<file path="src/rtl/count_read_latch.sv">
// Read-back latch for one counter: holds a count snapshot and an optional status byte for CPU reads.
// Status latch is built only when READBACK_STATUS_EN is defined.
module count_read_latch (
    input  logic        CLK,
    input  logic        RST_N,
    input  logic [15:0] current_count,
    input  logic [1:0]  RW,
    input  logic        mode_write,
    input  logic        latch_cmd,
    input  logic        status_cmd,
    input  logic [7:0]  status_in,
    input  logic        rd_strobe,
    output logic [7:0]  data_out,
    output logic        count_latched,
    output logic        status_latched,
    output logic        msb_next
);

    localparam int unsigned CNT_W  = 16;
    localparam int unsigned BYTE_W = 8;

    typedef enum logic [1:0] {
        ST_FREE      = 2'd0,
        ST_HELD_BOTH = 2'd1,
        ST_HELD_MSB  = 2'd2
    } state_t;

    state_t              r_state;
    state_t              w_state_nxt;
    logic [CNT_W-1:0]    r_snapshot;
    logic [CNT_W-1:0]    w_snapshot_nxt;
    logic                r_msb_next;
    logic                w_msb_next_nxt;
    logic                w_status_pending;
    logic                w_count_rd;
    logic                w_count_cleared;
    logic                w_sel_hi;
    logic [CNT_W-1:0]    w_count_src;
    logic [BYTE_W-1:0]   w_count_byte;
    logic [BYTE_W-1:0]   w_status_byte;

    assign count_latched = (r_state != ST_FREE);
    assign msb_next      = r_msb_next;

`ifdef READBACK_STATUS_EN
    logic               r_status_latched;
    logic               w_status_latched_nxt;
    logic [BYTE_W-1:0]  r_status;
    logic [BYTE_W-1:0]  w_status_nxt;

    // A read that drains the pending status lets a same-edge status_cmd reload it.
    always_comb begin
        w_status_latched_nxt = r_status_latched;
        w_status_nxt         = r_status;
        if (mode_write) begin
            w_status_latched_nxt = 1'b0;
        end else begin
            if (rd_strobe && r_status_latched) begin
                w_status_latched_nxt = 1'b0;
            end
            if (status_cmd && (!r_status_latched || rd_strobe)) begin
                w_status_nxt         = status_in;
                w_status_latched_nxt = 1'b1;
            end
        end
    end

    always_ff @(posedge CLK or negedge RST_N) begin
        if (!RST_N) begin
            r_status_latched <= 1'b0;
            r_status         <= '0;
        end else begin
            r_status_latched <= w_status_latched_nxt;
            r_status         <= w_status_nxt;
        end
    end

    assign w_status_pending = r_status_latched;
    assign w_status_byte    = r_status;
`else
    logic w_unused_status;

    assign w_unused_status  = ^{status_cmd, status_in};
    assign w_status_pending = 1'b0;
    assign w_status_byte    = '0;
`endif

    assign status_latched = w_status_pending;

    // Byte presented to the CPU; pending status shadows the count.
    always_comb begin
        w_count_src  = count_latched ? r_snapshot : current_count;
        w_sel_hi     = (RW == 2'b10) || ((RW == 2'b11) && r_msb_next);
        w_count_byte = w_sel_hi ? w_count_src[CNT_W-1:BYTE_W] : w_count_src[BYTE_W-1:0];
        data_out     = w_status_pending ? w_status_byte : w_count_byte;
    end

    // Count-side next state: read consumption first, then latch_cmd against pre-edge flags.
    always_comb begin
        w_state_nxt     = r_state;
        w_snapshot_nxt  = r_snapshot;
        w_msb_next_nxt  = r_msb_next;
        w_count_rd      = rd_strobe && !w_status_pending;
        w_count_cleared = 1'b0;
        if (mode_write) begin
            w_state_nxt    = ST_FREE;
            w_msb_next_nxt = 1'b0;
        end else begin
            if (w_count_rd) begin
                if (RW == 2'b11) begin
                    w_msb_next_nxt = !r_msb_next;
                    case (r_state)
                        ST_HELD_BOTH: w_state_nxt = ST_HELD_MSB;
                        ST_HELD_MSB:  w_state_nxt = ST_FREE;
                        default:      w_state_nxt = ST_FREE;
                    endcase
                end else begin
                    w_state_nxt = ST_FREE;
                end
                w_count_cleared = (r_state != ST_FREE) && (w_state_nxt == ST_FREE);
            end
            if (latch_cmd && ((r_state == ST_FREE) || w_count_cleared)) begin
                w_snapshot_nxt = current_count;
                w_state_nxt    = ST_HELD_BOTH;
                if (RW == 2'b11) begin
                    w_msb_next_nxt = 1'b0;
                end
            end
        end
    end

    always_ff @(posedge CLK or negedge RST_N) begin
        if (!RST_N) begin
            r_state    <= ST_FREE;
            r_snapshot <= '0;
            r_msb_next <= 1'b0;
        end else begin
            r_state    <= w_state_nxt;
            r_snapshot <= w_snapshot_nxt;
            r_msb_next <= w_msb_next_nxt;
        end
    end

endmodule

</file>
<file path="config.mk">
export PLATFORM = sky130hd
export DESIGN_NAME = count_read_latch
export DESIGN_NICKNAME = d
export VERILOG_FILES = /design/src/rtl/count_read_latch.sv
export SDC_FILE = /design/constraint.sdc
export NUM_CORES = 1
export LEC_CHECK = 0
export BUFFER_PORTS_ARGS = -buffer_cell sky130_fd_sc_hd__buf_2
export CORE_ASPECT_RATIO = 1.5
export CORE_MARGIN = 4
export CORE_UTILIZATION = 45
export CTS_BUF_LIST = sky130_fd_sc_hd__clkbuf_16
export CTS_CLUSTER_DIAMETER = 120
export DETAILED_ROUTE_END_ITERATION = 8
export GPL_ROUTABILITY_DRIVEN = 0
export PLACE_DENSITY = 0.75
export SLEW_MARGIN = 25
export SYNTH_ARGS = -nofsm -noshare
export SYNTH_HDL_FRONTEND = slang
export SYNTH_SLANG_ARGS = --single-unit
</file>
<file path="constraint.sdc">
create_clock -name CLK -period 2.57 [get_ports CLK]
set_input_delay 0.3855 -clock CLK [delete_from_list [all_inputs] [get_ports CLK]]
set_output_delay 0.3855 -clock CLK [all_outputs]
set_load 0.02 [all_outputs]
</file>
Word level (Yosys, flattened, before mapping)

Cells that the tools add are included.

Flip-flop bits (word level): 19

Bitwise logic cells: 1
Reduce and logical (&&, ||, !) cells: 11
Eq/ne operators: 3
Multiplexer cells: 16

Operators with widths:

| kind                 | count |
|---|---|
| $mux W16             | 1 |
| $mux W2              | 7 |
| $mux W8              | 1 |
| $mux W1              | 7 |
| $eq A2 B2 Y1 const B | 2 |
| $logic_not A2 Y1     | 2 |
| $logic_and A1 B1 Y1  | 3 |
| $reduce_bool A3 Y1   | 1 |
| $eq A2 B1 Y1 const B | 1 |
| $logic_or A1 B1 Y1   | 2 |
| $reduce_and A2 Y1    | 1 |
| $reduce_bool A2 Y1   | 1 |
| $logic_not A1 Y1     | 1 |
| $not A1 Y1           | 1 |

Longest topological paths before layout

Gate-level depths: netlist (run 1).

Depth after elaboration: 13
Depth in mapped cells: 4

Worst setup path after synthesis (run 1)

No wires, ideal clock.

Path kind: input -> output
Start: input port RW[1]
End: output port data_out[0]
Cell stages on the path: 4
Arrival time: 1.603 ns
Required time: 2.184 ns
Buffers on the path: 0
Slack: 0.582 ns
Cell sequence: and2_1 > ha_1 > a21oi_1 > mux4_2

Word-level cells in the longest chain between the ends: 4
Elaborated cells between the ends (all ways): 5

Ends and longest elaborated chain:

| item                 | RTL line | text |
|---|---|---|
| from (decl)          | 7        | `input logic [1:0] RW,` |
| $eq A2 B2 Y1         | 93       | `w_sel_hi = (RW == 2'b10) \|\| ((RW == 2'b11) && r_msb_next);` |
| $logic_and A1 B1 Y1  | 93       |  |
| $logic_or A1 B1 Y1 * | 93       |  |
| $mux W8 *            | 94       | `w_count_byte = w_sel_hi ? w_count_src[CNT_W-1:BYTE_W] : w_count_src[BYTE_W-1:0];` |
| to (decl)            | 13       | `output logic [7:0] data_out,` |

Every way passes the cells marked *; elsewhere a longest branch is shown, timed or not.

Worst setup path in the final report (run 1)

Start: register r_state[1]
End: output port data_out[4]

Word-level cells in the longest chain between the ends: 3

Ends and longest elaborated chain:

| item                   | RTL line | text |
|---|---|---|
| from (decl)            | 28       | `state_t r_state;` |
| from (signal assigned) | 138      | `r_state <= w_state_nxt;` |
| $reduce_bool A2 Y1     | 42       | `assign count_latched = (r_state != ST_FREE);` |
| $mux W16               | 92       | `w_count_src = count_latched ? r_snapshot : current_count;` |
| $mux W8                | 94       |  |

Every way passes these cells.

==> results.cfg, run 1 <==
[worst_setup_path]
critPathRequiredTime_ps = 2180
worst_ep_arrival_ps = 1680
critical_path.endpoint_type = output pin
critPathMaxStageDelay_ps = 500
crit_path_start_kind = flop
crit_family = multiplexers
critPathBufInv = 2
critPathSlowestCell = mux4_2
crit_fanout = 6
cp_cell_sequence = nor2_2, buf_4, mux4_2, buf_2
path_class = flop to output pin

[die]
placeableCoreArea_um2 = 2230
initial_utilization_pct = 47.4
die_width_um = 47.6
floorplan.io_pins = 43
die_footprint_um2 = 3210
die_height_um = 67.4
floorplan.rows = 21

[yosys]
most_common_flop_cell_mapped_by_yosys = dfrtp_1
asyncSetResetFlopFracSynth_pct = 100
synth-edff-count = 0
post_synthesis_instance_area_um2 = 1060
yosysWarningCount = 0
avgSynthCellArea_um2 = 16.0
yosysUniqueCellTypes = 23
synth_sequential_area_ratio_pct = 44.9
postSynthCellCount = 66
synth_seq_cells = 19
synth_nets = 99

[sta]
timing.final.setup_violations = 0
rsz0062_at_grt = false
maxSlewHeadroom_pct = 57.0
finalHoldViolations = 0
timing.final.crit_share_pct = 80.4
layout_min_cycle_time_ps = 2070
report.final.slew_viol_count = 0
setup_total_neg_slack_ps = 0
clock-skew-final_ps = 4.57
tightestPinTransition_ps = 643
maxClockFrequency_ghz = 0.484

[layout]
finish.net_count = 138
antennaDiodeCount = 0
multi_input_comb_area_um2 = 548
area_growth_syn_to_layout_pct = 25.7
nFillCells = 187
proportion_of_layout_cells_with_a_drive_suffix_above_1_pct = 66.3
final-seq-area_um2 = 475

[drt]
number_of_nets_with_antenna_violations_after_detailed_routing = 0
number_of_vias_per_cell = 5.65
first_pass_drt_iterations = 3
overall_routed_net_length_um = 2130
drt_iter0_markers = 17
route.vias.total = 718
drc = 0
post_drt_wl_per_cell_um = 16.7

[power_and_ir_drop]
design_power_total_uw = 936
clock_power_share_pct = 33.6
comb_power_share_pct = 25.8
sw_frac_of_total_pct = 25.0
power_per_cell_area_nw_per_um2 = 704
p_int_uw = 702
peakVddDrop_mv = 0.408
power_switching_uw = 234
leakagePower_nw = 0.636
p_seq_share_pct = 40.6

[global_routing]
first_global_vias = 758
globalRouteOverflowTotal = 0
grt_max_degree = 20
gr-usage-all-layers_pct = 15.3
antenna_violations_before_repair = 0
grt_pass1_wl_um = 3390

[cts]
deepest_clock_path_buffer_count = 2
cts-hold-fix-buffers = 0
clock_sinks = 19
cts_max_level = 1
clk_latency_ps = 250
cts_made_buffers = 3
cts.reportedPaths.clkPinSlew_ps = 50
cts_tree = yes
clock-root-buffer = clkbuf_16
cts_setup_buffers = 0
cts_repair_resize_count = 0

[job]
cap_viol_max_count = 0

[status]
status = complete, no violations

[placed_design]
port_buf_inserts = 32

[hold_path]
hold_class = primary input to async pin
==> cells in the mapped netlist, drive strengths merged (2+ instances only) <==
library cell,n,area [um2]
dfrtp,19,475
nand3,2,10.0
a21oi,3,15.0
buf,2,27.5
mux4,8,180
inv,2,7.51
mux2,16,218
==> cell type report <==
type                            instances  area share [%]
Clock buffer                            3            5.64
Clock inverter                          1           0.376
Inverter                                2           0.564
Multi-Input combinational cell         43            41.2
Sequential cell                        19            35.7
Tap cell                               23            2.16
Timing Repair Buffer                   36            14.3
==> path summary, 6_finish.rpt <==
| check | startpoint | to | slack [ps] | cells after the start |
|---|---|---|---|---|
| max | r_state[1] | data_out[4] | 500 | 4 |
| max in group asynchronous | RST_N | r_snapshot[11] | 2200 | 1 |
| min in group CLK | mode_write | msb_next | 360 | 2 |
| min | RST_N | r_snapshot[6] | 70 | 1 |
| max reg2reg | r_state[1] | r_snapshot[15] | 770 | 3 |
| min reg2reg | r_snapshot[8] | r_snapshot[8] | 510 | 1 |
==> power groups by stage <==
| stage | Combinational, mW | Sequential, mW | Clock, mW |
|---|---|---|---|
| after floorplan | 0.179 | 0.377 | 0 |
| after global placement | 0.236 | 0.379 | 0 |
| after detailed placement | 0.243 | 0.385 | 0 |
| final | 0.242 | 0.380 | 0.314 |
| after global routing | 0.264 | 0.387 | 0.337 |
| after CTS | 0.246 | 0.381 | 0.322 |
==> cells by family after synthesis <==
kind of cell,count (synthesis),share of synthesized area (%)
mux,25,38.5
other cells,1,0.354
flops,19,44.9
buf+inv,4,3.31
compound gates,7,5.32
simple gates,9,6.38
fa+ha+maj,1,1.18
==> stage by stage <==
stage / instance area, um2 / util (%) / setup slack, ps / cells / hold WS [ps]
global placement: 1250 / 56.0 / 538 / 123 / 340
CTS: 1330 / 59.6 / 488 / 127 / 81.2
finish: 1330 / 59.6 / 505 / 127 / 72.1
floorplan: 1060 / - / 582 / 66 / 89.9
global route: 1330 / 59.6 / 418 / 127 / 95.5
detailed placement: 1250 / 56.0 / 513 / 123 / 356
==> placed cells by master (no fill, tap or decap), drive strengths merged <==
cell    netlist  final
buf           2     36
dfrtp        19     19
mux2         16     16
mux4          8      8
a21oi         3      3
clkbuf        0      3
inv           2      2
nand3         2      2
and2          1      1
nor2          1      1
a21o          1      1
mux2i         1      1
a311oi        1      1
and3b         1      1
nand3b        1      1
or4b          1      1
o21ai         1      1
or2b          1      1
o211ai        1      1
nand2b        1      1
ha            1      1
conb          1      1
clkinv        0      1
==> worst register-to-register path, delay by kind of cell, from the launching register on <==
| family | cells | cell delay [ps] |
|---|---|---|
| flops | 1 | 440 |
| mux | 1 | 420 |
| compound gates | 1 | 260 |
| simple gates | 1 | 560 |
==> flip-flops by register name, indices dropped and copies added, names as in the netlist <==
signal	cells
msb_next	1
r_snapshot	16
r_state	2
==> routing by layer <==
metal  track usage, %  routed length [um]  up-vias
met5                0                   0        -
met4             7.07                  13        0
met3             2.67                 140        2
met2             24.0                1140       23
met1             20.0                 831      363
li1                 -                   -      330
Power figures use the tool's default switching activity.
==> run 2, diff against run 1 <==
- CORE_UTILIZATION: 45 -> 42
- PLACE_DENSITY: 0.75 -> 0.74
- clock period: 2.57 -> 1.8 ns (I/O delays scaled with it)
==> results.cfg, run 2 (same netlist as run 1, synthesis figures left out) <==
[status]
violations = negative setup slack
status = finished with violations

[global_routing]
antenna_violations_before_repair = 0
groute.layer.met1.usage_pct = 15.0
grt_util_met3_pct = 3.66
first_global_vias = 818
gr-usage-all-layers_pct = 13.9
busiest_layer = met2
globalRouteOverflowTotal = 0
grt_max_degree = 20
grt_pass1_wl_um = 3730
met2_capacity_usage_during_global_routing_pct = 25.7

[cts]
cts_made_buffers = 3
deepest_clock_path_buffer_count = 2
clock-root-buffer = clkbuf_16
clk_latency_ps = 250
clock_sinks = 19
cts_max_level = 1
cts_tree = yes
cts.reportedPaths.clkPinSlew_ps = 50

[sta]
rsz0062_at_grt = true
timing.final.crit_share_pct = 104
clock-skew-final_ps = 3.92
fin_hold_ws_ps = 241
maxClockFrequency_ghz = 0.533
postLayoutSetupSlackWorst_ps = -75.1
timing.final.setup_violations = 17
finalHoldViolations = 0
layout_min_cycle_time_ps = 1880
report.final.slew_viol_count = 0

[layout]
layout_common_cells = buf_2, dfrtp_1, mux2_4
largest_register_ffs = 16
post_layout_nonfiller_instances = 136
fin_area_um2 = 1520
area_growth_syn_to_layout_pct = 43.7
multi_input_comb_area_um2 = 582
final_core_util_pct = 62.8
largest_register = r_snapshot
nFillCells = 201
final-seq-area_um2 = 478
antennaDiodeCount = 0
mostFrequentLayoutCell = buf_2
finish.net_count = 146
proportion_of_layout_cells_with_a_drive_suffix_above_1_pct = 71.4

[power_and_ir_drop]
power_per_cell_area_nw_per_um2 = 943
leakagePower_nw = 0.726
peakVddDrop_mv = 0.448

[drt]
number_of_vias_per_cell = 5.47
drc = 0
number_of_nets_with_antenna_violations_after_detailed_routing = 0
overall_routed_net_length_um = 2320
first_pass_drt_iterations = 4
route.vias.total = 744
post_drt_wl_per_cell_um = 17.1
drt_iter0_markers = 13

[worst_setup_path]
cp_cell_sequence = nor2_4, buf_6, mux4_2, buf_6
crit_fanout = 6
critical_path.endpoint_type = output pin
critPathSlowestCell = mux4_2
critPathMaxStageDelay_ps = 520
crit_path_start_kind = flop
worst_ep_arrival_ps = 1610
path_class = flop to output pin
crit_family = multiplexers
critPathRequiredTime_ps = 1530
crit_path_frequent_cell = buf_6
critPathBufInv = 2

[die]
placeableCoreArea_um2 = 2420
die_footprint_um2 = 3400
floorplan.io_pins = 43
floorplan.rows = 22
initial_utilization_pct = 43.7
die_width_um = 49.0
die_height_um = 69.5

[placed_design]
port_buf_inserts = 32
placedCellCount = 126
hpwl_um = 1630
dpl_worst_slack_ps = 35.2
dpl_cell_area_um2 = 1280

[job]
cap_viol_max_count = 0

[hold_path]
hold_class = primary input to flop
==> run 2: final timing paths <==
check / cells after the start / from / to / slack, ps
min in group asynchronous: 2 / RST_N / r_snapshot[14] / 490
max: 4 / r_state[1] / data_out[2] / -80
max in group asynchronous: 2 / RST_N / r_state[1] / 990
min reg2reg: 1 / r_snapshot[5] / r_snapshot[5] / 500
max reg2reg: 5 / r_state[1] / r_snapshot[15] / -40
min: 2 / mode_write / r_state[1] / 240
==> run 2: worst reg2reg max path: cells and delay by family, from the launching register on <==
| kind | cells | cell delay, ps |
|---|---|---|
| mux | 1 | 310 |
| simple gates | 1 | 520 |
| buf+inv | 2 | 360 |
| compound gates | 1 | 110 |
| flops | 1 | 420 |
==> run 2: per-layer routing <==
metal	vias to the layer above	routed length (um)
met5	-	0
met2	22	1280
met4	0	17
li1	343	-
met1	377	873
met3	2	151
==> run 2: layout make-up <==
class	instances	area share (%)
clock buffers	3	4.93
clock inverters	1	0.329
inverters	2	0.493
multi-input cells	43	38.2
flip-flops and latches	19	31.4
well taps	24	1.97
repair buffers	44	22.6
==> run 2: power by group <==
part / internal [mW] / leakage [nW] / switching (mW)
combinational: 0.278 / 0.460 / 0.161
clock: 0.297 / 0.0409 / 0.152
sequential: 0.503 / 0.225 / 0.0430
total: 1.08 / 0.726 / 0.357
==> run 2: what timing repair did <==
item	in CTS	in global routing
gates cloned	0	1
setup buffers	4	0
hold endpoints to repair	19	0
hold buffers	1	0
gates resized for setup	28	1
endpoints found under the setup margin	8	24
pin swaps	1	1
==> run 2: through the flow <==
step	TNS [ps]	power, mW
2_1_floorplan	0	0.794
5_1_grt	-1580	1.50
6_report	-674	1.44
3_3_place_gp	0	0.892
3_5_place_dp	0	0.906
4_1_cts	-601	1.43
==> run 3, diff against run 2 <==
- ABC_AREA: default -> 1
- CORE_UTILIZATION: 42 -> 45
- clock period: 1.8 -> 1.9 ns (I/O delays scaled with it)
==> results.cfg, run 3 <==
[status]
status = complete, no violations

[placed_design]
hpwl_um = 1940
port_buf_inserts = 32
placedCellCount = 194
dpl_worst_slack_ps = 120

[sta]
postLayoutSetupSlackWorst_ps = 6.51
finalHoldViolations = 0
setup_total_neg_slack_ps = 0
timing.final.setup_violations = 0
maxClockFrequency_ghz = 0.528
fin_hold_ws_ps = 276
rsz0062_at_grt = true
report.final.slew_viol_count = 0
clock-skew-final_ps = 1.57
timing.final.crit_share_pct = 99.7
layout_min_cycle_time_ps = 1890

[drt]
drt_iter0_markers = 60
route.vias.total = 1133
drc = 0
number_of_nets_with_antenna_violations_after_detailed_routing = 0
overall_routed_net_length_um = 2870
first_pass_drt_iterations = 4
post_drt_wl_per_cell_um = 14.3
number_of_vias_per_cell = 5.64

[layout]
antennaDiodeCount = 0
proportion_of_layout_cells_with_a_drive_suffix_above_1_pct = 39.5
largest_register_ffs = 16
area_growth_syn_to_layout_pct = 26.1
mostFrequentLayoutCell = buf_2
finish.net_count = 211
largest_register = r_snapshot
layout_common_cells = buf_2, nand2_1, nand2_2, dfrtp_1, nor2_1
post_layout_nonfiller_instances = 201

[cts]
cts_max_level = 1
cts_made_buffers = 3
clock-root-buffer = clkbuf_16
cts_tree = yes
clock_sinks = 19
deepest_clock_path_buffer_count = 2
cts.reportedPaths.clkPinSlew_ps = 50
clk_latency_ps = 250

[yosys]
synth.largest_area_cell = dfrtp_1
post_synth_xor_area_fraction_pct = 0
asyncSetResetFlopFracSynth_pct = 100
synth_compound_area_share_pct = 13.2
synth.top_cells.by_area = dfrtp_1, nand2_2, nand4_1, o21ai_0, nand2_1
yosys-mux-area-fraction_pct = 0
avgSynthCellArea_um2 = 8.01
synth_sequential_area_ratio_pct = 41.8
synth_simple_gate_area_share_pct = 35.9
yosysUniqueCellTypes = 20
synth-edff-count = 0
synth_seq_cells = 19
post_synthesis_instance_area_um2 = 1140
synth_most_common_cell = nand2_1
most_common_flop_cell_mapped_by_yosys = dfrtp_1
postSynthCellCount = 142
synth_nets = 175
synth_top_cells_by_count = nand2_1, dfrtp_1, nand2_2
synth.top_cell.area_share_pct = 41.8
yosysWarningCount = 0
main_combinational_cell_family_by_area_after_synthesis = simple AND/OR/NAND/NOR gates
yosys.area_share.adder_pct = 1.10

[die]
die_footprint_um2 = 3410
initial_utilization_pct = 47.0
floorplan.rows = 22
placeableCoreArea_um2 = 2420
die_height_um = 69.6
floorplan.io_pins = 43
die_width_um = 49.1

[worst_setup_path]
critPathRequiredTime_ps = 1620
critPathSlowestCell = dfrtp_1
crit_family = buffers and inverters
crit_fanout = 8
crit_path_start = msb_next
worst_ep_arrival_ps = 1610
critical_path.endpoint_type = output pin
timing.rr.start = r_state[1]
path_class = flop to output pin
cp_cell_sequence = ha_2, a21oi_2, buf_6, clkinvlp_4, o21ai_0, o22ai_1, buf_2
critPathBufInv = 3
worstSetupPathDepth = 7
critPathMaxStageDelay_ps = 380
ff2ff_path_depth = 7
crit_path_start_kind = flop

[global_routing]
grt_pass1_wl_um = 4870
grt_max_degree = 20
globalRouteOverflowTotal = 0
first_global_vias = 1096
gr-usage-all-layers_pct = 17.4
antenna_violations_before_repair = 0

[power_and_ir_drop]
peakVddDrop_mv = 0.620
leakagePower_nw = 0.736
power_per_cell_area_nw_per_um2 = 892

[hold_path]
hold_path_startpoint = rd_strobe
hold_class = primary input to flop
holdPathStages = 2

[job]
cap_viol_max_count = 0
==> run 3: cell count changes after synthesis, sizes merged, moves of 8 or more <==
cell,previous run,this run
nand2,0,40
nand4,0,16
mux4,8,0
o22ai,0,8
mux2,16,0
nor2,1,18
o21ai,1,17
==> run 3: report_power, final <==
group / switching, mW / leakage [nW] / internal [mW] / total (mW)
clock: 0.141 / 0.0423 / 0.280 / 0.421
combinational: 0.216 / 0.455 / 0.134 / 0.350
sequential: 0.0411 / 0.238 / 0.467 / 0.508
total: 0.398 / 0.736 / 0.881 / 1.28
==> run 3: metal layers <==
layer | track usage, % | part of all wire [%]
met1 | 23.3 | 43
met2 | 25.7 | 48
met3 | 3.66 | 7.0
met4 | 9.58 | 2.2
met5 | 0 | 0
==> run 3: layout make-up <==
| cell class | count | area, um2 |
|---|---|---|
| clock buffer | 3 | 75.1 |
| clock inverter | 1 | 3.75 |
| fill | 230 | 988 |
| inverter | 8 | 33.8 |
| multi-input combinational | 107 | 591 |
| sequential | 19 | 475 |
| tap | 24 | 30.0 |
| timing repair buffer | 39 | 225 |
==> run 3: stage by stage <==
step	instance area, um2	utilization (%)	power [mW]
finish	1430	59.2	1.28
global route	1430	59.2	1.36
CTS	1420	58.6	1.29
detailed placement	1300	53.7	0.842
global placement	1300	53.7	0.834
floorplan	1140	-	0.737
==> run 3: worst reg2reg max path, delay by kind of cell (launching register included) <==
kind	cells	cell delay [ps]
buffers and inverters	3	400
flip-flops	1	410
AND/OR/NAND/NOR	4	430
==> run 3: repair_timing <==
item                       CTS  global route
setup endpoints to repair    6             8
hold endpoints to repair    19             0
hold buffers                 1             0
pin swaps                    2             1
gates resized for setup      6             5
setup buffers                2             0
==> run 3: worst paths after layout <==
check | end | slack [ps]
worst max-delay path | data_out[2] | 7
worst min-delay path | r_state[1] | 280
worst max register to register | msb_next | 560
worst min register to register | r_snapshot[15] | 470
max in group asynchronous | r_snapshot[3] | 1100
min in group asynchronous | r_snapshot[14] | 500
==> run 3: kinds of logic (layout without fill, tap and decap cells) <==
| group | count (synthesis) | count (layout) |
|---|---|---|
| simple gates | 77 | 77 |
| flops | 19 | 19 |
| other cells | 1 | 1 |
| fa+ha+maj | 1 | 1 |
| compound gates | 28 | 28 |
| buf+inv | 16 | 51 |
